### src/rtl/csr_unit_pkg.sv
// Shared types for the CSR functional unit: uop encoding, FSM states and the
// latched request record.
package C;
    localparam int XLEN    = 32;
    localparam int ROB_IDW = 6;

    // Encodings follow the Zicsr funct3 field; bit 2 marks the immediate forms.
    typedef enum logic [2:0] {
        CSR_RW  = 3'd1,
        CSR_RS  = 3'd2,
        CSR_RC  = 3'd3,
        CSR_RWI = 3'd5,
        CSR_RSI = 3'd6,
        CSR_RCI = 3'd7
    } csr_op_t;

    typedef enum logic [1:0] {
        ST_IDLE,
        ST_WAIT_HEAD,
        ST_ACCESS,
        ST_RESP
    } csr_unit_state_t;

    typedef struct packed {
        csr_op_t              op;
        logic [11:0]          addr;
        logic [XLEN-1:0]      src;
        logic                 rs1_zero;
        logic                 rd_zero;
        logic [ROB_IDW-1:0]   rob_id;
    } csr_req_t;

    function automatic logic csr_is_readonly(input logic [11:0] addr);
        return addr[11:10] == 2'b11;
    endfunction
endpackage

### src/rtl/csr_if.sv
// Read/write port between the CSR unit and the CSR file; the read is combinational.
interface csr_if;
    import C::*;

    logic            rvalid;
    logic [11:0]     raddr;
    logic [XLEN-1:0] rdata;
    logic            wvalid;
    logic [11:0]     waddr;
    logic [XLEN-1:0] wdata;

    modport master (output rvalid, raddr, wvalid, waddr, wdata, input rdata);
    modport slave  (input rvalid, raddr, wvalid, waddr, wdata, output rdata);
endinterface

### src/rtl/csr_alu.sv
// Combinational decode of a latched CSR uop: read/write enables, illegal flag
// and the value to be written back into the CSR.
module csr_alu
    import C::*;
(
    input  csr_op_t         op,
    input  logic [11:0]     addr,
    input  logic [XLEN-1:0] src,
    input  logic            rs1_zero,
    input  logic            rd_zero,
    input  logic [XLEN-1:0] rdata,
    output logic            do_read,
    output logic            do_write,
    output logic            illegal,
    output logic [XLEN-1:0] new_value
);
    always_comb begin
        do_read   = 1'b1;
        do_write  = 1'b0;
        new_value = src;
        case (op)
            CSR_RW, CSR_RWI: begin
                do_read   = !rd_zero;
                do_write  = 1'b1;
                new_value = src;
            end
            // Set/clear only write when there is something to set/clear.
            CSR_RS, CSR_RSI: begin
                do_write  = op[2] ? (src != '0) : !rs1_zero;
                new_value = rdata | src;
            end
            CSR_RC, CSR_RCI: begin
                do_write  = op[2] ? (src != '0) : !rs1_zero;
                new_value = rdata & ~src;
            end
            default: ;
        endcase
    end

    assign illegal = do_write && csr_is_readonly(addr);
endmodule

### src/rtl/csr_unit.sv
// Serialised Zicsr execution unit: holds one uop until it reaches the ROB head,
// performs a single read-modify-write on the CSR file and returns the old value.
module csr_unit #(
    parameter int XLEN    = C::XLEN,
    parameter int ROB_IDW = C::ROB_IDW
) (
    input  logic               clk,
    input  logic               rst,
    input  logic               flush_i,
    input  logic               issue_valid_i,
    output logic               issue_ready_o,
    input  logic [2:0]         issue_op_i,
    input  logic [11:0]        issue_addr_i,
    input  logic [XLEN-1:0]    issue_rs1_i,
    input  logic [4:0]         issue_uimm_i,
    input  logic               issue_rs1_zero_i,
    input  logic               issue_rd_zero_i,
    input  logic [ROB_IDW-1:0] issue_rob_id_i,
    input  logic               rob_head_valid_i,
    input  logic [ROB_IDW-1:0] rob_head_id_i,
    csr_if.master              csr_io,
    output logic               wb_valid_o,
    input  logic               wb_ready_i,
    output logic [ROB_IDW-1:0] wb_rob_id_o,
    output logic [XLEN-1:0]    wb_data_o,
    output logic               wb_exc_o
);
    import C::*;

    csr_unit_state_t    state_reg, state_next;
    csr_req_t           req_reg;
    logic [ROB_IDW-1:0] wb_rob_id_reg;
    logic [XLEN-1:0]    wb_data_reg;
    logic               wb_exc_reg;

    logic               do_read, do_write, illegal;
    logic [XLEN-1:0]    new_value;
    logic               capture, head_match, access;

    assign capture    = (state_reg == ST_IDLE) && issue_valid_i && !flush_i;
    assign head_match = rob_head_valid_i && (rob_head_id_i == req_reg.rob_id);
    // Reset suppresses the access so a dropped uop never writes the CSR file.
    assign access     = (state_reg == ST_ACCESS) && !rst;

    csr_alu u_alu (
        .op        (req_reg.op),
        .addr      (req_reg.addr),
        .src       (req_reg.src),
        .rs1_zero  (req_reg.rs1_zero),
        .rd_zero   (req_reg.rd_zero),
        .rdata     (csr_io.rdata),
        .do_read   (do_read),
        .do_write  (do_write),
        .illegal   (illegal),
        .new_value (new_value)
    );

    always_ff @(posedge clk) begin
        if (rst) begin
            state_reg <= ST_IDLE;
        end else begin
            state_reg <= state_next;
        end
    end

    always_comb begin
        state_next = state_reg;
        case (state_reg)
            ST_IDLE:      if (capture) state_next = ST_WAIT_HEAD;
            ST_WAIT_HEAD: begin
                if (flush_i)         state_next = ST_IDLE;
                else if (head_match) state_next = ST_ACCESS;
            end
            ST_ACCESS:    state_next = ST_RESP;
            ST_RESP:      if (wb_ready_i) state_next = ST_IDLE;
            default:      state_next = ST_IDLE;
        endcase
    end

    always_comb begin
        issue_ready_o = (state_reg == ST_IDLE) || rst;
        wb_valid_o    = (state_reg == ST_RESP) && !rst;
        wb_rob_id_o   = wb_rob_id_reg;
        wb_data_o     = wb_data_reg;
        wb_exc_o      = wb_exc_reg;
        csr_io.raddr  = req_reg.addr;
        csr_io.waddr  = req_reg.addr;
        csr_io.wdata  = new_value;
        csr_io.rvalid = access && do_read && !illegal;
        csr_io.wvalid = access && do_write && !illegal;
    end

    always_ff @(posedge clk) begin
        if (rst) begin
            req_reg       <= '0;
            wb_rob_id_reg <= '0;
            wb_data_reg   <= '0;
            wb_exc_reg    <= 1'b0;
        end else begin
            if (capture) begin
                req_reg.op       <= csr_op_t'(issue_op_i);
                req_reg.addr     <= issue_addr_i;
                req_reg.src      <= issue_op_i[2] ? XLEN'(issue_uimm_i) : issue_rs1_i;
                req_reg.rs1_zero <= issue_rs1_zero_i;
                req_reg.rd_zero  <= issue_rd_zero_i;
                req_reg.rob_id   <= issue_rob_id_i;
            end
            if (state_reg == ST_ACCESS) begin
                wb_rob_id_reg <= req_reg.rob_id;
                wb_data_reg   <= (do_read && !illegal) ? csr_io.rdata : '0;
                wb_exc_reg    <= illegal;
            end
        end
    end
endmodule

### src/flat_wrapper.sv
// flat-port wrapper written by rule: the top's interface ports become plain ports
module csr_unit_flat import C::*;
#(
    parameter int XLEN    = C::XLEN,
    parameter int ROB_IDW = C::ROB_IDW
)
  (clk, rst, flush_i, issue_valid_i, issue_ready_o, issue_op_i, issue_addr_i, issue_rs1_i, issue_uimm_i, issue_rs1_zero_i, issue_rd_zero_i, issue_rob_id_i, rob_head_valid_i, rob_head_id_i, wb_valid_o, wb_ready_i, wb_rob_id_o, wb_data_o, wb_exc_o, csr_io_rvalid, csr_io_raddr, csr_io_wvalid, csr_io_waddr, csr_io_wdata, csr_io_rdata);
  csr_if csr_io_i ();
  input  logic clk;
  input  logic rst;
  input  logic flush_i;
  input  logic issue_valid_i;
  output logic issue_ready_o;
  input  logic [2:0] issue_op_i;
  input  logic [11:0] issue_addr_i;
  input  logic [XLEN-1:0] issue_rs1_i;
  input  logic [4:0] issue_uimm_i;
  input  logic issue_rs1_zero_i;
  input  logic issue_rd_zero_i;
  input  logic [ROB_IDW-1:0] issue_rob_id_i;
  input  logic rob_head_valid_i;
  input  logic [ROB_IDW-1:0] rob_head_id_i;
  output logic wb_valid_o;
  input  logic wb_ready_i;
  output logic [ROB_IDW-1:0] wb_rob_id_o;
  output logic [XLEN-1:0] wb_data_o;
  output logic wb_exc_o;
  output wire logic [$bits(csr_io_i.rvalid)-1:0] csr_io_rvalid;
  output wire logic [$bits(csr_io_i.raddr)-1:0] csr_io_raddr;
  output wire logic [$bits(csr_io_i.wvalid)-1:0] csr_io_wvalid;
  output wire logic [$bits(csr_io_i.waddr)-1:0] csr_io_waddr;
  output wire logic [$bits(csr_io_i.wdata)-1:0] csr_io_wdata;
  input wire logic [$bits(csr_io_i.rdata)-1:0] csr_io_rdata;
  assign csr_io_rvalid = csr_io_i.rvalid;
  assign csr_io_raddr = csr_io_i.raddr;
  assign csr_io_wvalid = csr_io_i.wvalid;
  assign csr_io_waddr = csr_io_i.waddr;
  assign csr_io_wdata = csr_io_i.wdata;
  assign csr_io_i.rdata = csr_io_rdata;
  csr_unit #(.XLEN(XLEN), .ROB_IDW(ROB_IDW)) u_core (.clk(clk), .rst(rst), .flush_i(flush_i), .issue_valid_i(issue_valid_i), .issue_ready_o(issue_ready_o), .issue_op_i(issue_op_i), .issue_addr_i(issue_addr_i), .issue_rs1_i(issue_rs1_i), .issue_uimm_i(issue_uimm_i), .issue_rs1_zero_i(issue_rs1_zero_i), .issue_rd_zero_i(issue_rd_zero_i), .issue_rob_id_i(issue_rob_id_i), .rob_head_valid_i(rob_head_valid_i), .rob_head_id_i(rob_head_id_i), .csr_io(csr_io_i), .wb_valid_o(wb_valid_o), .wb_ready_i(wb_ready_i), .wb_rob_id_o(wb_rob_id_o), .wb_data_o(wb_data_o), .wb_exc_o(wb_exc_o));
endmodule
### config.mk
export PLATFORM = sky130hd
export DESIGN_NAME = csr_unit_flat
export DESIGN_NICKNAME = d
export VERILOG_FILES = /design/src/rtl/csr_unit_pkg.sv /design/src/rtl/csr_if.sv /design/src/rtl/csr_alu.sv /design/src/rtl/csr_unit.sv /design/src/flat_wrapper.sv
export SDC_FILE = /design/constraint.sdc
export NUM_CORES = 1
export LEC_CHECK = 0
export BUFFER_PORTS_ARGS = -buffer_cell sky130_fd_sc_hd__buf_4
export CAP_MARGIN = 20
export CELL_PAD_IN_SITES_DETAIL_PLACEMENT = 0
export CELL_PAD_IN_SITES_GLOBAL_PLACEMENT = 2
export CORE_MARGIN = 2
export CORE_UTILIZATION = 27
export CTS_CLUSTER_DIAMETER = 100
export CTS_CLUSTER_SIZE = 25
export DETAILED_ROUTE_END_ITERATION = 8
export PLACE_DENSITY_LB_ADDON = 0.08
export SLEW_MARGIN = 10
export SYNTH_ARGS = -nofsm -noshare
export SYNTH_HDL_FRONTEND = slang
export SYNTH_HIERARCHICAL = 1
export SYNTH_SLANG_ARGS = --single-unit
### constraint.sdc
create_clock -name clk -period 3.6 [get_ports clk]
set_input_delay 1.08 -clock clk [delete_from_list [all_inputs] [get_ports clk]]
set_output_delay 1.08 -clock clk [all_outputs]
set_load 0.05 [all_outputs]
Word level (Yosys, flattened, before mapping) --
Index checks and enable logic that the tools add are counted.
Storage, ports and cells: word-level logic and storage cells 62, bits in writable memories 0, register bits 96, input port bits 104, ROM bits 0, bits in latches 0, memories 0
Cells by class: bitwise operators 3, order comparisons 0, multipliers 0, muxes and demuxes 11, add/subtract/negate cells 0, shift operators 0, divide/modulo/power cells 0, eq/ne operators 14, reduce and logical (&&, ||, !) cells 24
Operators by type and width (number):
- $mux W32 | 2
- $pmux W32 S2 | 1
- $and A32 B32 Y32 | 1
- $not A32 Y32 | 1
- $or A32 B32 Y32 | 1
- $reduce_bool A32 Y1 | 1
- $logic_and A1 B1 Y1 | 11
- $eq A3 B3 Y1 const B | 3
- $mux W2 | 4
- $pmux W2 S4 | 1
- $eq A2 B2 Y1 const B | 3
- $eq A3 B2 Y1 const B | 2
- $eq A6 B6 Y1 | 1
- $reduce_or A2 Y1 | 3
- $logic_not A1 Y1 | 5
- $reduce_or A4 Y1 | 1
- $eq A3 B1 Y1 const B | 1
- $ne A3 B2 Y1 const B | 1
- $reduce_and A3 Y1 | 1
- $eq A2 B1 Y1 const B | 1
- $logic_not A2 Y1 | 1
- $mux W1 | 2
- $ne A2 B1 Y1 const B | 1
- $ne A2 B2 Y1 const B | 1
- other kinds (2) | 2

Logic depth before layout (Yosys ltp) --
Gate-level depths: netlist of run 1.
depth after elaboration 7, gate-level depth with buffers 9

By module --
The synthesis of run 1 kept the hierarchy.
By module, submodules not included:
- csr_unit | cells each 437, area an instance 3837.4 um^2, times used 1
- csr_alu | cells each 93, area an instance 565.5 um^2, times used 1

Least setup slack after synthesis of run 1 --
OpenSTA, ideal clock, no wires.
path kind input -> output, start point in rst, end point out csr_io_rvalid, arrival time 3064 ps, path slack -544 ps, cell stages on the path 3, path through clkbuf_1 -> buf_2 -> nor4b_1
Between the ends: longest elaborated chain between the ends 4
Ends and longest elaborated chain:
- start: declaration | line flat_wrapper.sv:10 | input logic rst;
- $logic_not A1 Y1 | line csr_unit.sv:43 | assign access = (state_reg == ST_ACCESS) && !rst;
- $logic_and A1 B1 Y1 | line csr_unit.sv:43
- $logic_and A1 B1 Y1 (2 in series) | line csr_unit.sv:89 | csr_io.rvalid = access && do_read && !illegal;
- end: declaration | line flat_wrapper.sv:28 | output wire logic [$bits(csr_io_i.rvalid)-1:0] csr_io_rvalid;
Every way passes these cells.

Worst setup path after layout of run 1 --
start point reg u_core/req_reg[18] (netlist name), end point out csr_io_rvalid
Between the ends: longest elaborated chain between the ends 6
Ends and longest elaborated chain:
- $reduce_bool A32 Y1 | line csr_alu.sv:29, csr_alu.sv:33
- $mux W1 | line csr_alu.sv:29, csr_alu.sv:33
- $pmux W1 S2 | line csr_alu.sv:21 | case (op)
- $logic_and A1 B1 Y1 | line csr_alu.sv:40 | assign illegal = do_write && csr_is_readonly(addr);
- named net u_core.illegal | line csr_unit.sv:36 | logic do_read, do_write, illegal;
- $logic_not A1 Y1 | line csr_unit.sv:89
- $logic_and A1 B1 Y1 | line csr_unit.sv:89
The timed path passes the listed nets, and every way through them passes these cells.

==> results.yml, run 1 <==
worst_setup_path:
  critPathTopFamily: "simple AND/OR/NAND/NOR gates"
  crit_buf_inv: 1
  timing.rr.end: "u_core/wb_data_o[4]"
  critPathArrivalTime_ns: 2.35
  cp.depth: 6
  cp_max_fo: 4
  cp-startpoint: "u_core/req_reg[18]"
  path_cells: "nor4_1 > nand3_1 > nor3_2 > nor3_1 > nor4b_1 > buf_4"
  start_kind: "register"
  timing.rr.start: "u_core/req_reg[18]"
  crit_path_end_kind: "primary output"
  r2r_slack_ns: 1.33
  slowest_stage: "nor4_1"
  cp.required_ns: 2.52
  max_stage_delay_ns: 0.44
  critPathKind: "reg2out"
  r2r_cells: 8
  cp-endpoint: "csr_io_rvalid"
floorplanning:
  core.rowCount: 46
  pin_count: 203
  die_area_mm2: 0.0173
  die_h_um: 132
  core_mm2: 0.0159
  initial_utilization: 0.277
  die_w_um: 132
synthesis:
  synth_cell_types: 35
  syn_nets: 634
  synthCells: 530
  synthesis.area_mm2: 0.00440
  ys.warnings.count: 6
  synth-seq-area-share: 0.436
  synth_seq_cells: 96
  synth_area_per_cell_um2: 8.31
sta:
  hold_violations: 0
  rsz0062_at_grt: "false"
  slew_headroom: 0.446
  fmax_ghz: 0.292
  finalMaxSlewViolations: 0
  min_period_ns: 3.43
  setup_viol: 0
  skew_ns: 0.00707
  worst_slack_ns: 0.171
  tightest_slew_ns: 0.832
  period_share: 0.952
  tns_ns: 0
place:
  dpl.hpwl_mm: 10.5
  post-place-ws_ns: 0.561
  place_area_mm2: 0.00580
  gp_congestion: 0.762
  port_buffers: 202
global_routing:
  grt_max_degree: 73
  grt_pass1_vias: 4112
  track_usage: 0.169
  antenna_found_initial: 0
  gr-total-overflow: 0
  grt_pass1_wl_mm: 23.2
routing:
  avgRoutedWirePerCell_um: 16.6
  drc: 0
  vias_per_cell: 4.67
  dr_total_vias: 4206
  ant_nets: 0
  drt_iter0_drc: 224
  drt_first_pass_iters: 4
  wirelength_mm: 14.9
clock_network:
  htreeDepth: 3
  cts_hold_buf: 0
  cts-buffers-inserted: 9
  clk_pin_slew_ns: 0.07
  post_cts_buffers: 0
  cts.sinks: 96
  cts-resized-gates: 0
  clkLatencyLatePin_ns: 0.34
  cts_max_path_buffers: 2
  cts_tree: "yes"
  cts-root-buf: "clkbuf_16"
cells_and_area:
  final_core_util: 0.383
  fin_nets: 785
  synthToLayoutAreaGrowth_pct: 38.2
  stdcell_area_mm2: 0.00608
  diodes: 0
  layout-drive-gt1-share: 0.356
  layout_commonest_cell: "buf_4"
  final_cell_mix: "208 x buf_4, 114 x a21oi_1, 95 x dfxtp_1"
  largest_reg_flops: 43
  fill_cells: 1721
status:
  status: "finished clean"
power:
  power.density_mw_per_mm2: 411
  peakVddDrop_mv: 0.204
  p_leak_uw: 0.00251
min_path:
  hold_path.class: "reg2reg"
flow_run:
  maxCapViolations: 0
## how the worst min path moves through the flow
stage,depth (start not counted),slack (ns),start,end
2_1_floorplan,2,0.44,u_core/req_reg[7],u_core/req_reg[7]
3_3_place_gp,2,0.45,u_core/wb_rob_id_o[3],u_core/wb_rob_id_o[3]
3_5_place_dp,2,0.45,u_core/wb_rob_id_o[3],u_core/wb_rob_id_o[3]
4_1_cts,2,0.46,u_core/wb_rob_id_o[3],u_core/wb_rob_id_o[3]
5_1_grt,2,0.49,u_core/wb_rob_id_o[2],u_core/wb_rob_id_o[2]
6_report,2,0.46,u_core/req_reg[7],u_core/req_reg[7]
## area by class of cell
class	instances	area, um^2	area share
multi-input cells	363	2030	0.334
clock buffers	12	246	0.0405
inverters	3	11.3	0.00185
clock inverters	3	42.5	0.00699
well taps	216	270	0.0444
flip-flops and latches	96	1920	0.316
repair buffers	208	1560	0.257
## cells by family after synthesis
kind of cell	count (synthesis)	share of synthesized area
buffers and inverters	71	0.104
multiplexers	5	0.0114
AND/OR/NAND/NOR	187	0.212
XOR/XNOR	5	0.00995
flip-flops	96	0.436
AO/OA/AOI/OAI	166	0.226
## power breakdown
part	internal (uW)	switching (uW)
clock network	554	406
registers	1090	29.0
logic	165	261
## per-layer routing
metal  GRT usage  vias to the layer above  wire length, um
met4      0.0640                        0              282
met5           0                        -                0
met2       0.277                      133             7030
met3      0.0394                       17              868
met1       0.218                     1942             6760
li1            -                     2114                -
## cells in the mapped netlist
cell type | number | area share
a21oi_1 | 114 | 0.13
dfxtp_1 | 96 | 0.44
nand2_1 | 89 | 0.076
nor2_1 | 42 | 0.036
a22oi_1 | 32 | 0.055
nand3b_1 | 29 | 0.049
buf_4 | 28 | 0.048
clkbuf_1 | 25 | 0.021
buf_6 | 11 | 0.028
a21oi_2 | 8 | 0.016
nor4_1 | 6 | 0.0085
a211oi_2 | 5 | 0.014
mux2i_1 | 5 | 0.011
buf_2 | 4 | 0.0045
nand2b_1 | 4 | 0.0057
nand3_1 | 4 | 0.0045
xor2_1 | 4 | 0.0080
inv_1 | 3 | 0.0026
nor3_1 | 3 | 0.0034
nor4b_1 | 2 | 0.0040
o21bai_1 | 2 | 0.0034
a2111oi_0 | 1 | 0.0020
a31o_2 | 1 | 0.0020
a31oi_1 | 1 | 0.0014
and2_4 | 1 | 0.0020
nand4_1 | 1 | 0.0014
nor2b_1 | 1 | 0.0014
nor3_2 | 1 | 0.0023
nor3b_4 | 1 | 0.0043
nor4_4 | 1 | 0.0048
nor4b_2 | 1 | 0.0034
nor4b_4 | 1 | 0.0054
o21ai_0 | 1 | 0.0011
o22ai_1 | 1 | 0.0014
xnor2_1 | 1 | 0.0020
## worst reg2reg max path: stages (launching register included)
cell and delay (ns):
dfxtp_1 0.34, nor4_1 0.44, nand3_1 0.20, nor3_2 0.24, nor3_1 0.17, nor3b_4 0.18
buf_4 0.38, a22oi_1 0.13, nor2_1 0.13
## through the flow
step	hold slack [ns]	cells	total power [uW]
3_3_place_gp	0.448	886	1570
2_1_floorplan	0.436	530	1400
5_1_grt	0.490	901	2610
6_report	0.455	901	2500
3_5_place_dp	0.449	886	1570
4_1_cts	0.458	901	2550
No activity file was read; power rests on OpenSTA's default activity.
==> run 2, diff against run 1 <==
--- a/config.mk
+++ b/config.mk
@@ -15,6 +15,7 @@
 export CTS_CLUSTER_SIZE = 25
 export DETAILED_ROUTE_END_ITERATION = 8
 export PLACE_DENSITY_LB_ADDON = 0.08
+export SETUP_SLACK_MARGIN = 0.5
 export SLEW_MARGIN = 10
 export SYNTH_ARGS = -nofsm -noshare
 export SYNTH_HDL_FRONTEND = slang
==> run 2 against run 1 <==
Worst hold slack improved by 0.0064 ns; highest routed layer unchanged; clock power increased by 7%; first-iteration DRC count decreased by 27%; die area unchanged; clock skew increased by 0.0024 ns; sequential power about the same; largest power group unchanged; critical path depth unchanged.
==> results.yml, run 2 (synthesis results as in run 1) <==
cells_and_area:
  diodes: 0
  synthToLayoutAreaGrowth_pct: 42.0
  layout-drive-gt1-share: 0.380
  multi_input_area_mm2: 0.00213
  fill_cells: 1706
  layout_commonest_cell: "buf_4"
  regArea_mm2: 0.00193
  fin_nets: 789
  final_cell_mix: "210 x buf_4, 114 x a21oi_1, 91 x dfxtp_1"
  largest_reg_flops: 43
  final_core_util: 0.394
routing:
  drt_iter0_drc: 163
  ant_nets: 0
  avgRoutedWirePerCell_um: 16.8
  drt_first_pass_iters: 4
  drc: 0
  vias_per_cell: 4.65
  wirelength_mm: 15.2
  dr_total_vias: 4215
sta:
  skew_ns: 0.00942
  finalMaxSlewViolations: 0
  min_period_ns: 3.13
  hold_violations: 0
  setup_viol: 0
  fmax_ghz: 0.319
  period_share: 0.871
  slew_headroom: 0.467
  tightest_slew_ns: 0.800
  rsz0062_at_grt: "true"
  tns_ns: 0
global_routing:
  grt_pass1_vias: 4131
  gr-total-overflow: 0
  grt_max_degree: 70
  antenna_found_initial: 0
  track_usage: 0.171
  grt_pass1_wl_mm: 23.3
flow_run:
  maxCapViolations: 0
worst_setup_path:
  max_stage_delay_ns: 0.35
  cp.required_ns: 2.52
  slowest_stage: "dfxtp_2"
  path_cells: "nor4b_4 > nand4_1 > nor3_4 > nor3_4 > nor4b_4 > buf_6"
  critPathKind: "reg2out"
  crit_path_end_kind: "primary output"
  cp_max_fo: 4
  start_kind: "register"
  critPathArrivalTime_ns: 2.05
floorplanning:
  core_mm2: 0.0159
  pin_count: 203
  core.rowCount: 46
  die_w_um: 132
  die_area_mm2: 0.0173
  initial_utilization: 0.277
  die_h_um: 132
min_path:
  hold_path.class: "reg2reg"
power:
  seq_power_share: 0.433
  p_sw_frac: 0.277
  peakVddDrop_mv: 0.214
  power_frac_comb: 0.170
  fin_total_pwr_uw: 2580
  internal_power_uw: 1870
  p_leak_uw: 0.00258
  power.density_mw_per_mm2: 413
  p_switching_uw: 717
  clockPowerShare: 0.398
status:
  status: "finished clean"
place:
  port_buffers: 202
  dpl.hpwl_mm: 10.9
  gp_congestion: 0.777
clock_network:
  clk_pin_slew_ns: 0.07
  cts_max_path_buffers: 2
  clkLatencyLatePin_ns: 0.34
  cts_tree: "yes"
  htreeDepth: 3
  cts.sinks: 96
  cts-buffers-inserted: 9
  cts-root-buf: "clkbuf_16"
==> run 2: cell types whose count changed in the layout (fill, tap and decap cells not counted), sizes merged <==
| cell | before | now |
|---|---|---|
| clkinv | 1 | 4 |
| buf | 208 | 212 |
| bufinv | 1 | 2 |
| clkinvlp | 1 | 0 |
| clkbuf | 12 | 10 |
==> run 2: stage by stage <==
stage / cells / worst slack [ns] / area [um^2] / hold slack [ns]
finish: 906 / 0.465 / 6250 / 0.461
global route: 906 / 0.354 / 6250 / 0.483
CTS: 905 / 0.504 / 6220 / 0.466
detailed placement: 888 / 0.610 / 5840 / 0.451
global placement: 888 / 0.618 / 5840 / 0.449
floorplan: 530 / 0.515 / 4460 / 0.436
==> run 2: timing repair <==
action / in CTS / in global routing
endpoints found under the hold margin: 0 / 0
setup endpoints to repair: 2 / 2
gates cloned: 0 / 0
pin swaps: 9 / 4
hold buffers: 0 / 0
resized for setup: 10 / 6
setup buffers: 1 / 1
==> run 2: worst paths after layout <==
kind                         startpoint                    end  slack [ns]  cells after the start
hold / removal    u_core/wb_rob_id_o[5]  u_core/wb_rob_id_o[5]        0.46                      2
setup reg to reg     u_core/req_reg[31]   u_core/wb_data_o[25]        1.37                      9
hold reg to reg   u_core/wb_rob_id_o[5]  u_core/wb_rob_id_o[5]        0.46                      2
setup / recovery     u_core/req_reg[31]          csr_io_rvalid        0.47                      6
==> run 2: routing by layer <==
layer | track usage | share of wire | vias up
met3 | 0.0490 | 0.064 | 12
met4 | 0.0550 | 0.013 | 0
li1 | - | - | 2123
met5 | 0 | 0 | -
met1 | 0.211 | 0.44 | 1946
met2 | 0.287 | 0.49 | 134
==> run 2: worst max-delay path, delay by kind of cell (launching register included) <==
kind          cells  cell delay (ns)
buf+inv           1             0.19
simple gates      5             1.18
flops             1             0.35
==> run 2: final cells by class <==
cell class                      instances  area share
Multi-Input combinational cell        363       0.341
Timing Repair Buffer                  212       0.256
Inverter                                3     0.00180
Clock buffer                           10      0.0366
Clock inverter                          6      0.0134
Sequential cell                        96       0.308
Tap cell                              216      0.0432
==> run 2: power by group through the flow <==
stage / Combinational, uW / Clock (uW) / Sequential, uW
after global routing: 468 / 1120 / 1120
after global placement: 438 / 0 / 1140
final: 438 / 1030 / 1120
after CTS: 442 / 1070 / 1120
after floorplan: 273 / 0 / 1130
after detailed placement: 437 / 0 / 1140
==> run 3, diff against run 2 <==
--- a/config.mk
+++ b/config.mk
@@ -5,6 +5,7 @@
 export SDC_FILE = /design/constraint.sdc
 export NUM_CORES = 1
 export LEC_CHECK = 0
+export ABC_AREA = 1
 export BUFFER_PORTS_ARGS = -buffer_cell sky130_fd_sc_hd__buf_4
 export CAP_MARGIN = 20
 export CELL_PAD_IN_SITES_DETAIL_PLACEMENT = 0
@@ -14,10 +15,9 @@
 export CTS_CLUSTER_DIAMETER = 100
 export CTS_CLUSTER_SIZE = 25
 export DETAILED_ROUTE_END_ITERATION = 8
-export PLACE_DENSITY_LB_ADDON = 0.08
+export PLACE_DENSITY = 0.85
 export SETUP_SLACK_MARGIN = 0.5
 export SLEW_MARGIN = 10
 export SYNTH_ARGS = -nofsm -noshare
 export SYNTH_HDL_FRONTEND = slang
-export SYNTH_HIERARCHICAL = 1
 export SYNTH_SLANG_ARGS = --single-unit
==> run 3 against run 2 <==
Power up 17%; clock skew about the same; fmax increased by 4.3%; clock-buffer cell count stayed put; utilization decreased by 1.4 points.
==> results.yml, run 3 <==
floorplanning:
  die_w_um: 138
  pin_count: 203
  core.rowCount: 48
  die_h_um: 138
  initial_utilization: 0.278
  die_area_mm2: 0.0190
  core_mm2: 0.0174
sta:
  min_period_ns: 3.01
  slew_headroom: 0.459
  tns_ns: 0
  holdWs_ns: 0.465
  tightest_slew_ns: 0.812
  finalMaxSlewViolations: 0
  rsz0062_at_grt: "false"
  setup_viol: 0
  skew_ns: 0.00937
  fmax_ghz: 0.333
  hold_violations: 0
  period_share: 0.835
synthesis:
  syn_nets: 768
  synth-simple-area-share: 0.257
  synth_compound_gate_area_share: 0.201
  synthXorXnorAreaFrac: 0.00181
  synthTopCellsByCount: "100 x nand2_1, 96 x dfxtp_1, 84 x a21oi_1"
  ys.warnings.count: 0
  synth_seq_cells: 96
  yosysTopAreaCell: "dfxtp_1"
  synthArstFlopShare: 0
  synth_area_per_cell_um2: 7.30
  synth.top_cell.area_share: 0.397
  synth_top_family_by_area: "simple AND/OR/NAND/NOR gates"
  synthesis.area_mm2: 0.00485
  synth_edf_count: 0
  synth.most_common_cell: "nand2_1"
  synthTopCellsByArea: "dfxtp_1 40%, a21oi_1 8.7%, nand2_1 7.7%"
  synth_cell_types: 28
  synth.area.mux_share: 0
  synth-seq-area-share: 0.397
  ys.flop_type: "dfxtp_1"
  synthCells: 664
  synthAdderAreaFrac: 0
routing:
  drt_iter0_drc: 203
  drc: 0
  wirelength_mm: 16.1
  avgRoutedWirePerCell_um: 15.3
  drt_first_pass_iters: 4
  vias_per_cell: 4.48
  ant_nets: 0
  dr_total_vias: 4710
status:
  status: "finished clean"
cells_and_area:
  fill_cells: 1905
  diodes: 0
  synthToLayoutAreaGrowth_pct: 36.5
  largest_reg_flops: 43
  layout-drive-gt1-share: 0.368
  final_cell_mix: "211 x buf_4, 100 x nand2_1, 96 x dfxtp_1"
  final_core_util: 0.380
  layout_commonest_cell: "buf_4"
  fin_nets: 926
global_routing:
  grt_max_degree: 64
  track_usage: 0.166
  grt_pass1_vias: 4479
  gr-total-overflow: 0
  antenna_found_initial: 0
  grt_pass1_wl_mm: 24.0
worst_setup_path:
  slowest_stage: "dfxtp_1"
  path_cells: "buf_4 > a21oi_1 > a21oi_1 > buf_4"
  start_kind: "register"
  crit_buf_inv: 2
  cp_max_fo: 24
  max_stage_delay_ns: 0.58
  critPathArrivalTime_ns: 1.93
  crit_path_end_kind: "primary output"
  critPathTopFamily: "buffers and inverters"
  cp.required_ns: 2.52
  critPathKind: "reg2out"
min_path:
  hold_path.class: "reg2reg"
power:
  p_leak_uw: 0.00291
  power.density_mw_per_mm2: 456
  peakVddDrop_mv: 0.238
clock_network:
  cts_max_path_buffers: 2
  cts-root-buf: "clkbuf_16"
  cts.sinks: 96
  clkLatencyLatePin_ns: 0.35
  cts_tree: "yes"
  clk_pin_slew_ns: 0.07
  htreeDepth: 3
  cts_hold_buf: 0
  cts-buffers-inserted: 9
place:
  port_buffers: 202
  gp_congestion: 0.794
  dpl.hpwl_mm: 11.5
flow_run:
  maxCapViolations: 0
-- run 3: cell types whose count changed after synthesis, moves of 11 or more --
| cell | before | now |
|---|---|---|
| nand3_2 | 0 | 29 |
| nand3_1 | 4 | 32 |
| a21oi_1 | 114 | 84 |
| o21ai_0 | 1 | 57 |
| nand2_1 | 89 | 100 |
| a22oi_1 | 32 | 1 |
| nor2_1 | 42 | 83 |
| buf_6 | 11 | 0 |
| inv_1 | 3 | 64 |
| nand3b_1 | 29 | 0 |
| a21oi_2 | 8 | 28 |
-- run 3: per-layer routing --
metal / share of wire / track usage / vias to the layer above
met5: 0 / 0 / -
li1: - / - / 2433
met2: 0.48 / 0.277 / 144
met3: 0.083 / 0.0625 / 10
met4: 0.0093 / 0.0374 / 0
met1: 0.43 / 0.203 / 2123
-- run 3: cell families after synthesis --
group / Yosys count
flops: 96
buf+inv: 138
xor+xnor: 1
simple gates: 257
compound gates: 172
-- run 3: path summary, 6_finish.rpt --
kind	from	endpoint	slack, ns	cells past startpoint
hold / removal	u_core.req_reg[24]	u_core.req_reg[24]	0.46	2
setup reg to reg	register	u_core.req_reg[20]	1.81	6
hold reg to reg	u_core.req_reg[24]	u_core.req_reg[24]	0.46	2
setup / recovery	u_core.req_reg[53]	csr_io_wdata[0]	0.59	4
-- run 3: worst reg2reg max path, stage by stage, from the launching register on --
cell and delay [ns]:
dfxtp_1 0.34, nor2_2 0.17, nand3_2 0.09, buf_4 0.23, nor2_4 0.58, nand2_1 0.15, a21oi_1 0.15
-- run 3: repair_timing --
item                                    CTS  global route
endpoints found under the setup margin    1             0
gates resized for setup                   1             0
buffers inserted                          1             0
-- run 3: power breakdown --
group | internal, uW | switching [uW]
Clock | 498 | 460
Combinational | 286 | 587
Sequential | 1130 | 52.3
-- run 3: layout make-up --
type / count / area [um^2] / area share
clock inverter: 6 / 50.0 / 0.00757
tap: 225 / 282 / 0.0426
inverter: 73 / 274 / 0.0414
clock buffer: 10 / 239 / 0.0361
sequential: 96 / 1920 / 0.291
multi-input combinational: 431 / 2260 / 0.342
timing repair buffer: 211 / 1580 / 0.240
-- run 3: per-stage QoR --
stage	std cells	total power, uW	area, um^2	worst slack [ns]
2_1_floorplan	664	1810	4860	0.557
3_3_place_gp	1034	2090	6300	0.772
3_5_place_dp	1034	2090	6300	0.744
4_1_cts	1052	3060	6610	0.557
5_1_grt	1052	3160	6610	0.520
6_report	1052	3020	6610	0.594
